## src/rtl/sequencer.sv

```systemverilog
// -----------------------------------------------------------------------------
// sequencer
//
// Upstream step generator for the shift/add datapath controller. Accepts one
// operation request per handshake and emits a 3-bit step code Q, one code per
// clock. Q, busy and done are all registered, so there is no combinational
// path from any input to any output.
//
// Optional feature macro: SEQ_STEP_EN
//   defined   : adds input 'step'; outside IDLE the FSM advances only on
//               edges where step=1, otherwise Q, busy and the shift counter
//               hold. Acceptance from IDLE ignores step.
//   undefined : no 'step' port; the FSM advances every cycle.
//
// Parameters:
//   CNT_W   width of the shift-count field (max shift repeat 2^CNT_W-1)
//
// Ports:
//   clock   in   1      system clock, rising edge
//   reset   in   1      synchronous, active-high, dominates all inputs
//   start   in   1      request strobe, sampled only while busy=0
//   op      in   2      00 PASS, 01 ADD, 10 SUB, 11 ADDSH
//   shamt   in   CNT_W  shift repeat count (ADDSH only)
//   step    in   1      advance enable (SEQ_STEP_EN builds only)
//   Q       out  3      step code to the controller
//   busy    out  1      high while a sequence is in flight
//   done    out  1      one-cycle pulse in the first IDLE cycle after STORE
//
// States:
//   state | meaning
//   IDLE  | waiting for start, Q=110
//   FETCH | first step of every sequence, Q=000
//   EXEC  | ALU step, Q=001 ADD / 011 SUB / 010 ADDSH
//   SHIFT | shift step repeated shamt times, Q=100
//   STORE | final write-back step, Q=101
// -----------------------------------------------------------------------------
module sequencer #(
  parameter int CNT_W = 3
) (
  input  logic             clock,
  input  logic             reset,
  input  logic             start,
  input  logic [1:0]       op,
  input  logic [CNT_W-1:0] shamt,
`ifdef SEQ_STEP_EN
  input  logic             step,
`endif
  output logic [2:0]       Q,
  output logic             busy,
  output logic             done
);

  typedef enum logic [2:0] {
    IDLE  = 3'd0,
    FETCH = 3'd1,
    EXEC  = 3'd2,
    SHIFT = 3'd3,
    STORE = 3'd4
  } state_t;

  localparam logic [1:0] OP_PASS  = 2'b00;
  localparam logic [1:0] OP_ADD   = 2'b01;
  localparam logic [1:0] OP_SUB   = 2'b10;
  localparam logic [1:0] OP_ADDSH = 2'b11;

  localparam logic [2:0] Q_IDLE  = 3'b110;
  localparam logic [2:0] Q_FETCH = 3'b000;
  localparam logic [2:0] Q_ADD   = 3'b001;
  localparam logic [2:0] Q_SUB   = 3'b011;
  localparam logic [2:0] Q_ADDSH = 3'b010;
  localparam logic [2:0] Q_SHIFT = 3'b100;
  localparam logic [2:0] Q_STORE = 3'b101;

  localparam logic [CNT_W-1:0] CNT_ONE = CNT_W'(1);

  state_t           state, state_next;
  logic [1:0]       op_r;
  logic [CNT_W-1:0] cnt;
  logic             advance;
  logic             load;
  logic             dec;
  logic             done_next;
  logic             busy_next;
  logic [2:0]       q_next;

`ifdef SEQ_STEP_EN
  assign advance = step;
`else
  assign advance = 1'b1;
`endif

  always_comb begin
    state_next = state;
    load       = 1'b0;
    dec        = 1'b0;
    done_next  = 1'b0;
    case (state)
      IDLE: begin
        if (start) begin
          state_next = FETCH;
          load       = 1'b1;
        end
      end
      FETCH: begin
        if (advance) begin
          state_next = (op_r == OP_PASS) ? STORE : EXEC;
        end
      end
      EXEC: begin
        // ADDSH with a zero count skips SHIFT entirely
        if (advance) begin
          state_next = ((op_r == OP_ADDSH) && (cnt != '0)) ? SHIFT : STORE;
        end
      end
      SHIFT: begin
        // leave on the cycle where the count is 1 before decrementing
        if (advance) begin
          dec = 1'b1;
          if (cnt <= CNT_ONE) begin
            state_next = STORE;
          end
        end
      end
      STORE: begin
        if (advance) begin
          state_next = IDLE;
          done_next  = 1'b1;
        end
      end
      default: begin
        state_next = IDLE;
      end
    endcase
  end

  // Output codes are derived from the next state so that Q/busy can be
  // registered and still line up with the state they describe.
  always_comb begin
    q_next = Q_IDLE;
    case (state_next)
      IDLE:  q_next = Q_IDLE;
      FETCH: q_next = Q_FETCH;
      EXEC: begin
        case (op_r)
          OP_ADD:   q_next = Q_ADD;
          OP_SUB:   q_next = Q_SUB;
          OP_ADDSH: q_next = Q_ADDSH;
          default:  q_next = Q_ADD;
        endcase
      end
      SHIFT: q_next = Q_SHIFT;
      STORE: q_next = Q_STORE;
      default: q_next = Q_IDLE;
    endcase
  end

  assign busy_next = (state_next != IDLE);

  always_ff @(posedge clock) begin
    if (reset) begin
      state <= IDLE;
      op_r  <= OP_PASS;
      cnt   <= '0;
      Q     <= Q_IDLE;
      busy  <= 1'b0;
      done  <= 1'b0;
    end else begin
      state <= state_next;
      Q     <= q_next;
      busy  <= busy_next;
      done  <= done_next;
      if (load) begin
        op_r <= op;
        cnt  <= shamt;
      end else if (dec && (cnt != '0)) begin
        cnt <= cnt - CNT_ONE;
      end
    end
  end

endmodule

```

## config.mk

```make
export PLATFORM = sky130hd
export DESIGN_NAME = sequencer
export DESIGN_NICKNAME = d
export VERILOG_FILES = /design/src/rtl/sequencer.sv
export SDC_FILE = /design/constraint.sdc
export NUM_CORES = 1
export LEC_CHECK = 0
export CORE_ASPECT_RATIO = 0.7
export CORE_UTILIZATION = 30
export CTS_BUF_LIST = sky130_fd_sc_hd__clkbuf_4 sky130_fd_sc_hd__clkbuf_8 sky130_fd_sc_hd__clkbuf_16
export CTS_CLUSTER_DIAMETER = 100
export DETAILED_ROUTE_END_ITERATION = 8
export GPL_ROUTABILITY_DRIVEN = 0
export MAX_ROUTING_LAYER = met4
export PLACE_DENSITY_LB_ADDON = 0.15
export SLEW_MARGIN = 15
export SYNTH_ARGS = -nofsm -noshare
export SYNTH_HDL_FRONTEND = slang
export SYNTH_SLANG_ARGS = --single-unit
```

## constraint.sdc

```tcl
create_clock -name clock -period 2.48 [get_ports clock]
set_input_delay 0.744 -clock clock [delete_from_list [all_inputs] [get_ports clock]]
set_output_delay 0.744 -clock clock [all_outputs]
set_load 0.02 [all_outputs]
```

Word-level counts from Yosys, hierarchy flattened
Cells that the tools add are included.
Operators by class
  magnitude comparators: 1
  equality and inequality tests: 10
  multiplexer cells: 13
  add/subtract/negate cells: 1
  reduce and logical (&&, ||, !) cells: 7
Operator list (number)
  case mux 3 bit (4 select lines): 2
  2-to-1 mux 3 bit: 6
  == test 3 x 2 -> 1 bit, second input constant: 4
  == test 3 x 1 -> 1 bit, second input constant: 2
  == test 3 bit, second input constant: 2
  nonzero test 3 bit: 2
  == test 2 bit, second input constant: 2
  2-to-1 mux 1 bit: 4
  case mux 2 bit (2 select lines): 1
  <= comparator 3 x 1 -> 1 bit, second input constant: 1
  zero test 3 bit: 1
  subtractor 3 x 1 -> 3 bit, second input constant: 1
  logical AND 1 bit: 2
  zero test 2 bit: 1
  nonzero test 2 bit: 1
Word-level totals
  output and inout port bits: 5
  input port bits: 8
  word-level logic and storage cells: 38
  flip-flop bits (word level): 13

Longest topological paths before layout
Gate-level depths: netlist of the first run.
  depth in word-level cells: 6
  mapped depth: 5
  mapped depth without buffers: 5

Least setup slack after synthesis of the first run
No wires, ideal clock.
  kind: input -> register
  from: input reset
  to: register Q[2]
  stages: 3
  required time: 2.353 ns
  arrival time: 1.507 ns
  path slack: 0.846 ns
  library setup time: 0.127 ns
  cell sequence: clkbuf_1 -> or2_1 -> or3_1
RTL lines
  from (decl): line 41  | input logic reset,
  to (signal assigned): line 169  | Q <= q_next;
  to (decl): line 48  | output logic [2:0] Q,

Final worst setup path of the first run
  from: register done
  to: output done
RTL lines
  from (decl): line 50  | output logic done
  from (signal assigned): line 171  | done <= done_next;
No word-level cell between the ends.

==> out/qor.txt, run 1 <==
Post-synth EDFFs: 0
clock power share: 0.310
Static Leak: 0.319 nW
max-slew violation count: 0
Placed Instance Area: 831 um2
Post-layout nets: 103
worst setup path category: reg2out
initial antenna violation count: 0
Gate Count Post-Synth: 78
P_int: 341 uW
Worst-Skew Late Latency: 280 ps
Worst setup EP type: primary output
#FFs+latches synth: 13
Async SR Flop Fraction: 0
Multi-input gate area: 392 um2
YS warnings: 0
Util after Layout: 0.400
largest net degree at the start of global routing: 20
sequential fraction of design power: 0.501
number of setup buffers added after CTS: 0
share of cells above drive strength 1: 0.110
Sequential Area: 260 um2
Yosys top cell area share: 0.380
detailed placer's ending HPWL: 972 um
syn_nets: 89
H-tree levels: 1
Tightest Pin Transition: 574 ps
# diodes: 0
Die H: 42 um
critical path data arrival time: 1190 ps
Syn-to-layout area delta: 25.5%
first-pass GRT wire length: 2390 um
Worst path max stage delay: 590 ps
unrepaired setup endpoints after global routing: no
drt via density: 4.77
Final Power: 471 uW
run status: finished, final reports clean
final wirelength: 1340 um
switch share: 0.276
gr ovfl total: 0
vias in the first global route: 510
fin area: 861 um2
Place WS: 330 ps
routed len/inst: 10.9 um
cell taking the most area after synthesis: dfxtp_1
Port Buffer Count: 12
mapped cell area: 686 um2
final setup margin: 550 ps
synth top area cells: dfxtp_1 38%, ha_1 5.5%, nor2b_1 4.6%, nand2_1 4.4%, nor4b_4 3.5%
crit path max fanout: 1
Sink Count: 13
vias post-DR: 587
GRT Overall Usage: 0.139
total CTS buffers: 3
CP Buf/Inv Count: 1
P_sw: 130 uW
CTS tree: built
Setup TNS: 0 ps
Slowest-stage cell, CP: clkdlybuf4s50_1
Die Footprint: 0.00248 mm2
clock slew at reported path FFs: 80 ps
Die X: 59.1 um
DRC: 0
count of final setup violators: 0
filler cell count: 223
Achievable Freq: 518 MHz
initial DRC count: 12
final hold vios: 0
Tcrit/Tclk final: 0.778
pwr/cell area: 547 mW/mm2
synthesized area per cell: 8.79 um2
combinational share of power: 0.189
starting density of the core: 0.318
Synth cell types: 32
register area share after synthesis: 0.380
post-route ant nets: 0
Max Cap Viol: 0
CP Cell Sequence: clkdlybuf4s50_1
FP Rows: 14
IO Pins: 13
Slew Limit Headroom: 0.617
CP delay by family, top: buffers and inverters
clock tree buffer depth: 2
Clock Skew: 5.78 ps
Worst Hold Class: reg2reg
Worst EP required: 1740 ps
PostCTS Resize Cnt: 0
Tmin final: 1930 ps
CTS root buf: clkbuf_4
DRT Pass-1 Iters: 4
peak supply drop: 155 uV
Placeable Area: 0.00215 mm2
ys flop type: dfxtp_1
Critical Path Source Type: flip-flop
# hold bufs at CTS: 0
[cell type report]
| type | count | share of cell area |
|---|---|---|
| tap | 32 | 0.0465 |
| sequential | 13 | 0.302 |
| inverter | 3 | 0.0131 |
| clock buffer | 4 | 0.0349 |
| multi-input combinational | 58 | 0.455 |
| timing repair buffer | 13 | 0.148 |
[cell usage in the layout (no fill, tap or decap), drive strengths merged, types with 2 or more instances in the layout]
cell,netlist,layout
and4,2,2
nand2b,2,2
nand4,3,3
nor4b,2,2
nor2,7,7
o21ai,2,2
a311oi,2,2
or3,2,2
a31oi,3,3
nand2,8,8
clkbuf,3,4
nor2b,5,5
dfxtp,13,13
a21oi,4,4
or2,2,2
ha,3,3
inv,3,3
clkdlybuf4s50,0,12
[state kept, by name (all words and copies together) (netlist names)]
| name | flops |
|---|---|
| cnt | 3 |
| op_r | 2 |
| busy | 1 |
| done | 1 |
| state | 3 |
| Q | 3 |
[cell usage after synthesis (2+ instances only)]
| master | instances |
|---|---|
| a21oi_1 | 4 |
| a311oi_1 | 2 |
| a31oi_1 | 3 |
| and4_1 | 2 |
| clkbuf_1 | 3 |
| dfxtp_1 | 13 |
| ha_1 | 3 |
| inv_1 | 3 |
| nand2_1 | 8 |
| nand2b_1 | 2 |
| nand4_1 | 3 |
| nor2_1 | 6 |
| nor2b_1 | 5 |
| o21ai_0 | 2 |
| or3_1 | 2 |
[kinds of logic (layout without fill, tap and decap cells)]
| kind of cell | count (synthesis) | in the layout | share of synthesized area |
|---|---|---|---|
| AND/OR/NAND/NOR | 39 | 39 | 0.347 |
| AO/OA/AOI/OAI | 16 | 16 | 0.170 |
| adder cells (fa/ha/maj) | 3 | 3 | 0.0548 |
| flip-flops | 13 | 13 | 0.380 |
| buffers and inverters | 7 | 20 | 0.0493 |
[power groups by stage]
stage | Clock [mW] | Sequential, mW | Combinational [mW]
6_report | 0.146 | 0.236 | 0.0889
5_1_grt | 0.164 | 0.240 | 0.101
4_1_cts | 0.152 | 0.236 | 0.0898
3_5_place_dp | 0 | 0.241 | 0.0891
3_3_place_gp | 0 | 0.242 | 0.0891
2_1_floorplan | 0 | 0.241 | 0.0567
[worst paths after layout]
path	startpoint	to	slack [ps]	depth (start not counted)
worst max-delay path	done$_SDFF_PP0_	done	550	1
worst min register to register	op_r[1]$_SDFFE_PP0P_	op_r[1]$_SDFFE_PP0P_	500	2
worst min-delay path	op_r[1]$_SDFFE_PP0P_	op_r[1]$_SDFFE_PP0P_	500	2
worst max register to register	cnt[0]$_SDFFE_PP0P_	state[1]$_SDFF_PP0_	930	5
[per-stage QoR]
stage / hold slack (ps) / cells
finish: 501 / 123
global route: 544 / 123
CTS: 506 / 123
detailed placement: 495 / 119
global placement: 503 / 119
floorplan: 458 / 78
[per-layer routing]
layer  wire, um  GRT usage  vias up
met5          0          -        -
met4         25     0.0571        0
met1        712      0.187      263
met3         71     0.0648        4
met2        526      0.177       12
li1           -          -      308
Power figures use the tool's default switching activity.
==> run 2: changes to the inputs <==
clock period = 1.9 ns   (was 2.48 ns; I/O delays follow)
==> run 2 against run 1 <==
Sequential power increased by 31%. Clock skew fell by 4.9 ps. Routed wire length increased by 7.8%. Cell count grew 3.3%. Sequential share of layout area shrank 1.0 points. Non-clock buffer count increased by 4. Clock power increased by 29%. Utilization up 1.4 points. Sequential cell count is the same. Worst hold slack worse by 16 ps. Total power rose by 32%. Combinational power increased by 42%.
==> out/qor.txt, run 2 (synthesis results as in run 1) <==
DRC: 0
Final Power: 623 uW
first-pass GRT wire length: 2340 um
detailed placer's ending HPWL: 1070 um
final hold vios: 0
Post-layout nets: 107
met2 Use GR: 0.186
Die X: 59.1 um
Worst path max stage delay: 590 ps
gr ovfl total: 0
DRT Pass-1 Iters: 4
number of setup buffers added after CTS: 0
Worst R2R Setup Slack: 310 ps
Worst Hold Class: reg2reg
run status: finished, final reports clean
Critical Path Source Type: flip-flop
GRT Overall Usage: 0.133
CP Buf/Inv Count: 1
initial DRC count: 8
GR Util met3: 0.0648
FP Rows: 14
most common cell after layout, fill and taps aside: dfxtp_1
leading cell types in the layout, fill and taps excluded: 13 x dfxtp_1, 12 x clkdlybuf4s50_1, 8 x nand2_1
Place WS: -105 ps
critical path data arrival time: 1180 ps
crit path capture: Q[0]
vias in the first global route: 510
Fin Hold WS: 485 ps
fin area: 891 um2
Multi-input gate area: 392 um2
Sink Count: 13
P_int: 452 uW
Achievable Freq: 571 MHz
hold_sp: op_r[0]$_SDFFE_PP0P_
switch share: 0.275
r2r worst-path depth: 5
CP Cell Sequence: clkdlybuf4s50_1
Sequential Area: 260 um2
share of cells above drive strength 1: 0.147
starting density of the core: 0.318
clock power share: 0.302
Worst setup EP type: primary output
peak supply drop: 262 uV
Placed Instance Area: 861 um2
final setup margin: 148 ps
CP delay by family, top: buffers and inverters
PostCTS Resize Cnt: 0
final wirelength: 1440 um
combinational share of power: 0.202
filler cell count: 230
worst setup path category: reg2out
Tcrit/Tclk final: 0.922
clock slew at reported path FFs: 80 ps
Placeable Area: 0.00215 mm2
Die H: 42 um
Slew Limit Headroom: 0.589
total CTS buffers: 3
CTS root buf: clkbuf_4
GR met1 Demand/Resource: 0.178
crit path max fanout: 1
Max Cap Viol: 0
max-slew violation count: 0
vias post-DR: 604
FF-to-FF Start: cnt[0]$_SDFFE_PP0P_
Syn-to-layout area delta: 29.9%
top flop regs: Q: 3 flops, cnt: 3 flops, state: 3 flops
Worst-Skew Late Latency: 280 ps
Tmin final: 1750 ps
unrepaired setup endpoints after global routing: no
largest net degree at the start of global routing: 20
# hold bufs at CTS: 0
Critical Path Start: Q[0]$_SDFF_PP0_
clock tree buffer depth: 2
pwr/cell area: 700 mW/mm2
WP depth: 1
Tightest Pin Transition: 615 ps
Port Buffer Count: 12
count of final setup violators: 0
IO Pins: 13
Die Footprint: 0.00248 mm2
post-route ant nets: 0
drt via density: 4.76
# diodes: 0
Worst EP required: 1330 ps
Slowest-stage cell, CP: clkdlybuf4s50_1
RR Endpoint: state[1]$_SDFF_PP0_
CTS tree: built
busiest grt layer: met2
H-tree levels: 1
routed len/inst: 11.3 um
sequential fraction of design power: 0.497
Clock Skew: 0.836 ps
P_sw: 171 uW
initial antenna violation count: 0
Static Leak: 0.338 nW
[run 2: final cells by class]
type	count	share of cell area
multi-input cells	58	0.440
flip-flops and latches	13	0.292
repair buffers	17	0.177
well taps	32	0.0449
clock buffers	4	0.0337
inverters	3	0.0126
[run 2: power by group through the flow]
stage	Sequential (mW)	Clock, mW	Combinational (mW)
2_1_floorplan	0.315	0	0.0740
3_3_place_gp	0.315	0	0.125
3_5_place_dp	0.315	0	0.125
4_1_cts	0.309	0.200	0.126
5_1_grt	0.312	0.208	0.141
6_report	0.310	0.188	0.126
[run 2: per-stage QoR]
step	util	setup TNS [ps]	std cells
3_5_place_dp	0.400	-238	123
5_1_grt	0.413	0	127
2_1_floorplan	-	0	78
6_report	0.413	0	127
3_3_place_gp	0.400	-91.7	123
4_1_cts	0.413	0	127
[run 2: layer usage]
| layer | vias up | wire [um] |
|---|---|---|
| met5 | - | 0 |
| met4 | 0 | 0 |
| met3 | 0 | 87 |
| met2 | 19 | 565 |
| met1 | 269 | 785 |
| li1 | 316 | - |
[run 2: worst min path at each step]
| stage | slack, ps | end | cells past startpoint |
|---|---|---|---|
| 2_1_floorplan | 460 | op_r[0]$_SDFFE_PP0P_ | 2 |
| 3_3_place_gp | 470 | op_r[0]$_SDFFE_PP0P_ | 2 |
| 3_5_place_dp | 480 | op_r[0]$_SDFFE_PP0P_ | 2 |
| 4_1_cts | 490 | op_r[0]$_SDFFE_PP0P_ | 2 |
| 5_1_grt | 510 | op_r[0]$_SDFFE_PP0P_ | 2 |
| 6_report | 490 | op_r[0]$_SDFFE_PP0P_ | 2 |
==> RTL edit, RTL diff (settings of run 2) <==
Make the reset (`reset`) asynchronous in one clocked block.
--- a/src/rtl/sequencer.sv
+++ b/src/rtl/sequencer.sv
@@ -158,3 +158,3 @@
 
-  always_ff @(posedge clock) begin
+  always_ff @(posedge clock or posedge reset) begin
     if (reset) begin
Function: differs if reset is asserted again (counterexample within 4 cycles, from zero or initial values and one cycle with reset high); with reset held inactive, the same outputs for 10 cycles.
==> RTL edit against run 2 <==
Die area up 2.4%; utilization shrank 0.51 points; setup slack worse by 0.018 ns; non-clock buffer count decreased by 2; final cell count decreased by 8.7%; clock skew is 0.0037 ns higher; critical endpoint unchanged; synthesized area increased by 2.6%; sequential cell count did not move; wire length is 3.9% lower; design area is 0.42% lower; maximum frequency shrank 1.0%.
Power is not compared: it rests on default switching activity, and its combinational part moved more than twofold at a synthesized area within 25%.
==> RTL edit: results (changes against run 2) <==
----------------------------------------------------
[Drt]
  Wire length on met1 ... 745 µm (was 785 µm)
  Highest routed metal layer ... met4 (was met3)
  Routed vias ... 530 (was 604)
  Met3 wire len ... 65 µm (was 87 µm)
  Total Wirelength ... 1380 µm (was 1440 µm)
  Length of routed met2 wiring ... 555 µm (was 565 µm)
  Number of optimization iterations in the first detailed-route pass ... 2 (was 4)
  Starting DRC count in detailed routing ... 2 (was 8)

[Logic synthesis]
  Area contributors post-synth ... dfrtp_1, dfstp_2, nand2_1, ha_1, or4b_4 (was dfxtp_1, ha_1, nor2b_1, nand2_1, nor4b_4)
  Most numerous cell types in the synthesized netlist ... nand2_1, dfrtp_1, inv_1, nor2_1 (was dfxtp_1, nand2_1, nor2_1, nor2b_1, a21oi_1)
  Fraction of synthesis flops using an asynchronous set or reset pin ... 100% (was 0%)
  Sequential share of the synthesized area ... 46.6% (was 38.0%)
  Synthesized Nets ... 79 (was 89)
  Gate count after technology mapping ... 68 (was 78)
  Synthesis Warnings ... 0 (unchanged)
  Primary flip-flop cell chosen by synthesis mapping ... dfrtp_1 (was dfxtp_1)
  Count of distinct cell types in the synthesized netlist ... 29 (was 32)

[GRT]
  Vias in the first global route ... 545 (was 510)
  M1 GR Usage ... 18.9% (was 17.8%)
  GRT Resource Usage Total ... 14.3% (was 13.3%)
  Pin count of the biggest net entering global routing ... 14 (was 20)
  Wire length of the first global-routing pass ... 2500 µm (was 2340 µm)
  GR Layer Usage met2 ... 18.7% (was 18.6%)

[Finish]
  Count of fill cells added during filler insertion ... 237 (was 230)
  Final-layout non-clock buffer area share ... 15.8% (was 17.7%)
  FFs & Latches ... 13 (unchanged)
  Sequential Area ... 328 µm² (was 260 µm²)
  Number of nets in the layout ... 96 (was 107)
  Share of post-route cells with drive strength above 1 ... 20.2% (was 14.7%)
  Non-clock inverter total of the final layout ... 4 (was 3)
  Count of clock buffers in the final design ... 4 (unchanged)
  Filler-free cell count of the finished design ... 116 (was 127)
  Total area of multi-input combinational cells ... 334 µm² (was 392 µm²)
  Number of signal-net buffers in the layout ... 15 (was 17)
  Fraction of area in clock buffers and inverters ... 3.39% (was 3.37%)
  Multi-input gate count ... 48 (was 58)

[Pwr]
  Worst ir drop on vdd ... 0.496 mV
  Switch share ... 38.8%

[Clocking]
  Number of setup buffers added after CTS ... 0 (unchanged)
  Deepest level of the CTS H-tree ... 1 (unchanged)
  Number of cells upsized or downsized after cts ... 2 (was 0)
  Post-CTS clock slew at the launch and capture registers of the worst setup and hold paths ... 0.08 ns (about the same)
  Clock latency of the later-clocked register in the worst-skew pair ... 0.28 ns (about the same)

[Setup path]
  Crit path max fanout ... 1 (unchanged)
  Endpoint arrival time on the critical path ... 1.20 ns (was 1.18 ns)

[Timing]
  Setup Skew ... 0.00450 ns (was 0.000836 ns)
  Worst rel slew slack ... 66.1% (was 58.9%)

[Placed design]
  Post-detail-place hpwl ... 1040 µm (was 1070 µm)
  Inst Count DP ... 112 (was 123)

[Status]
  Result of the run ... finished, final reports clean (unchanged)

----------------------------------------------------
## RTL edit: final timing paths
path	startpoint	cells past startpoint	slack, ns	to
max in group asynchronous	reset	2	0.92	Q[1]$_DFF_PP1_
hold reg to reg	op_r[0]$_DFFE_PP0P_	2	0.52	op_r[0]$_DFFE_PP0P_
setup / recovery	Q[0]$_DFF_PP0_	1	0.13	Q[0]
min in group asynchronous	reset	2	0.61	done$_DFF_PP0_
hold / removal	op_r[0]$_DFFE_PP0P_	2	0.52	op_r[0]$_DFFE_PP0P_
setup reg to reg	cnt[0]$_DFFE_PP0P_	5	0.24	state[1]$_DFF_PP0_
## RTL edit: power by group through the flow
| stage | registers, µW | logic [µW] | clock network, µW |
|---|---|---|---|
| 6_report | 532 | 561 | 187 |
| 5_1_grt | 558 | 636 | 213 |
| 4_1_cts | 534 | 569 | 196 |
| 3_5_place_dp | 541 | 581 | 0 |
| 3_3_place_gp | 538 | 585 | 0 |
| 2_1_floorplan | 549 | 383 | 0 |
## RTL edit: per-stage QoR
stage	cell area (µm²)	util (%)	worst slack, ns
2_1_floorplan	703	-	0.359
3_3_place_gp	860	39.6	0.0248
3_5_place_dp	860	39.6	-0.00273
4_1_cts	887	40.8	0.113
5_1_grt	887	40.8	0.0779
6_report	887	40.8	0.130
## RTL edit: logic make-up after synthesis
family,synth area share [%]
adders and majority gates,5.34
buffers and inverters,5.87
and+or+nand+nor,23.8
DFF,46.6
AOI/OAI and AO/OA,16.9
muxes,1.42
## RTL edit: worst register-to-register path: cells and delay by family (launching register included)
kind | cells | cell delay (ns)
buffers and inverters | 1 | 0.08
flip-flops | 1 | 0.41
AND/OR/NAND/NOR | 2 | 0.71
adder cells (fa/ha/maj) | 1 | 0.21
AO/OA/AOI/OAI | 1 | 0.18
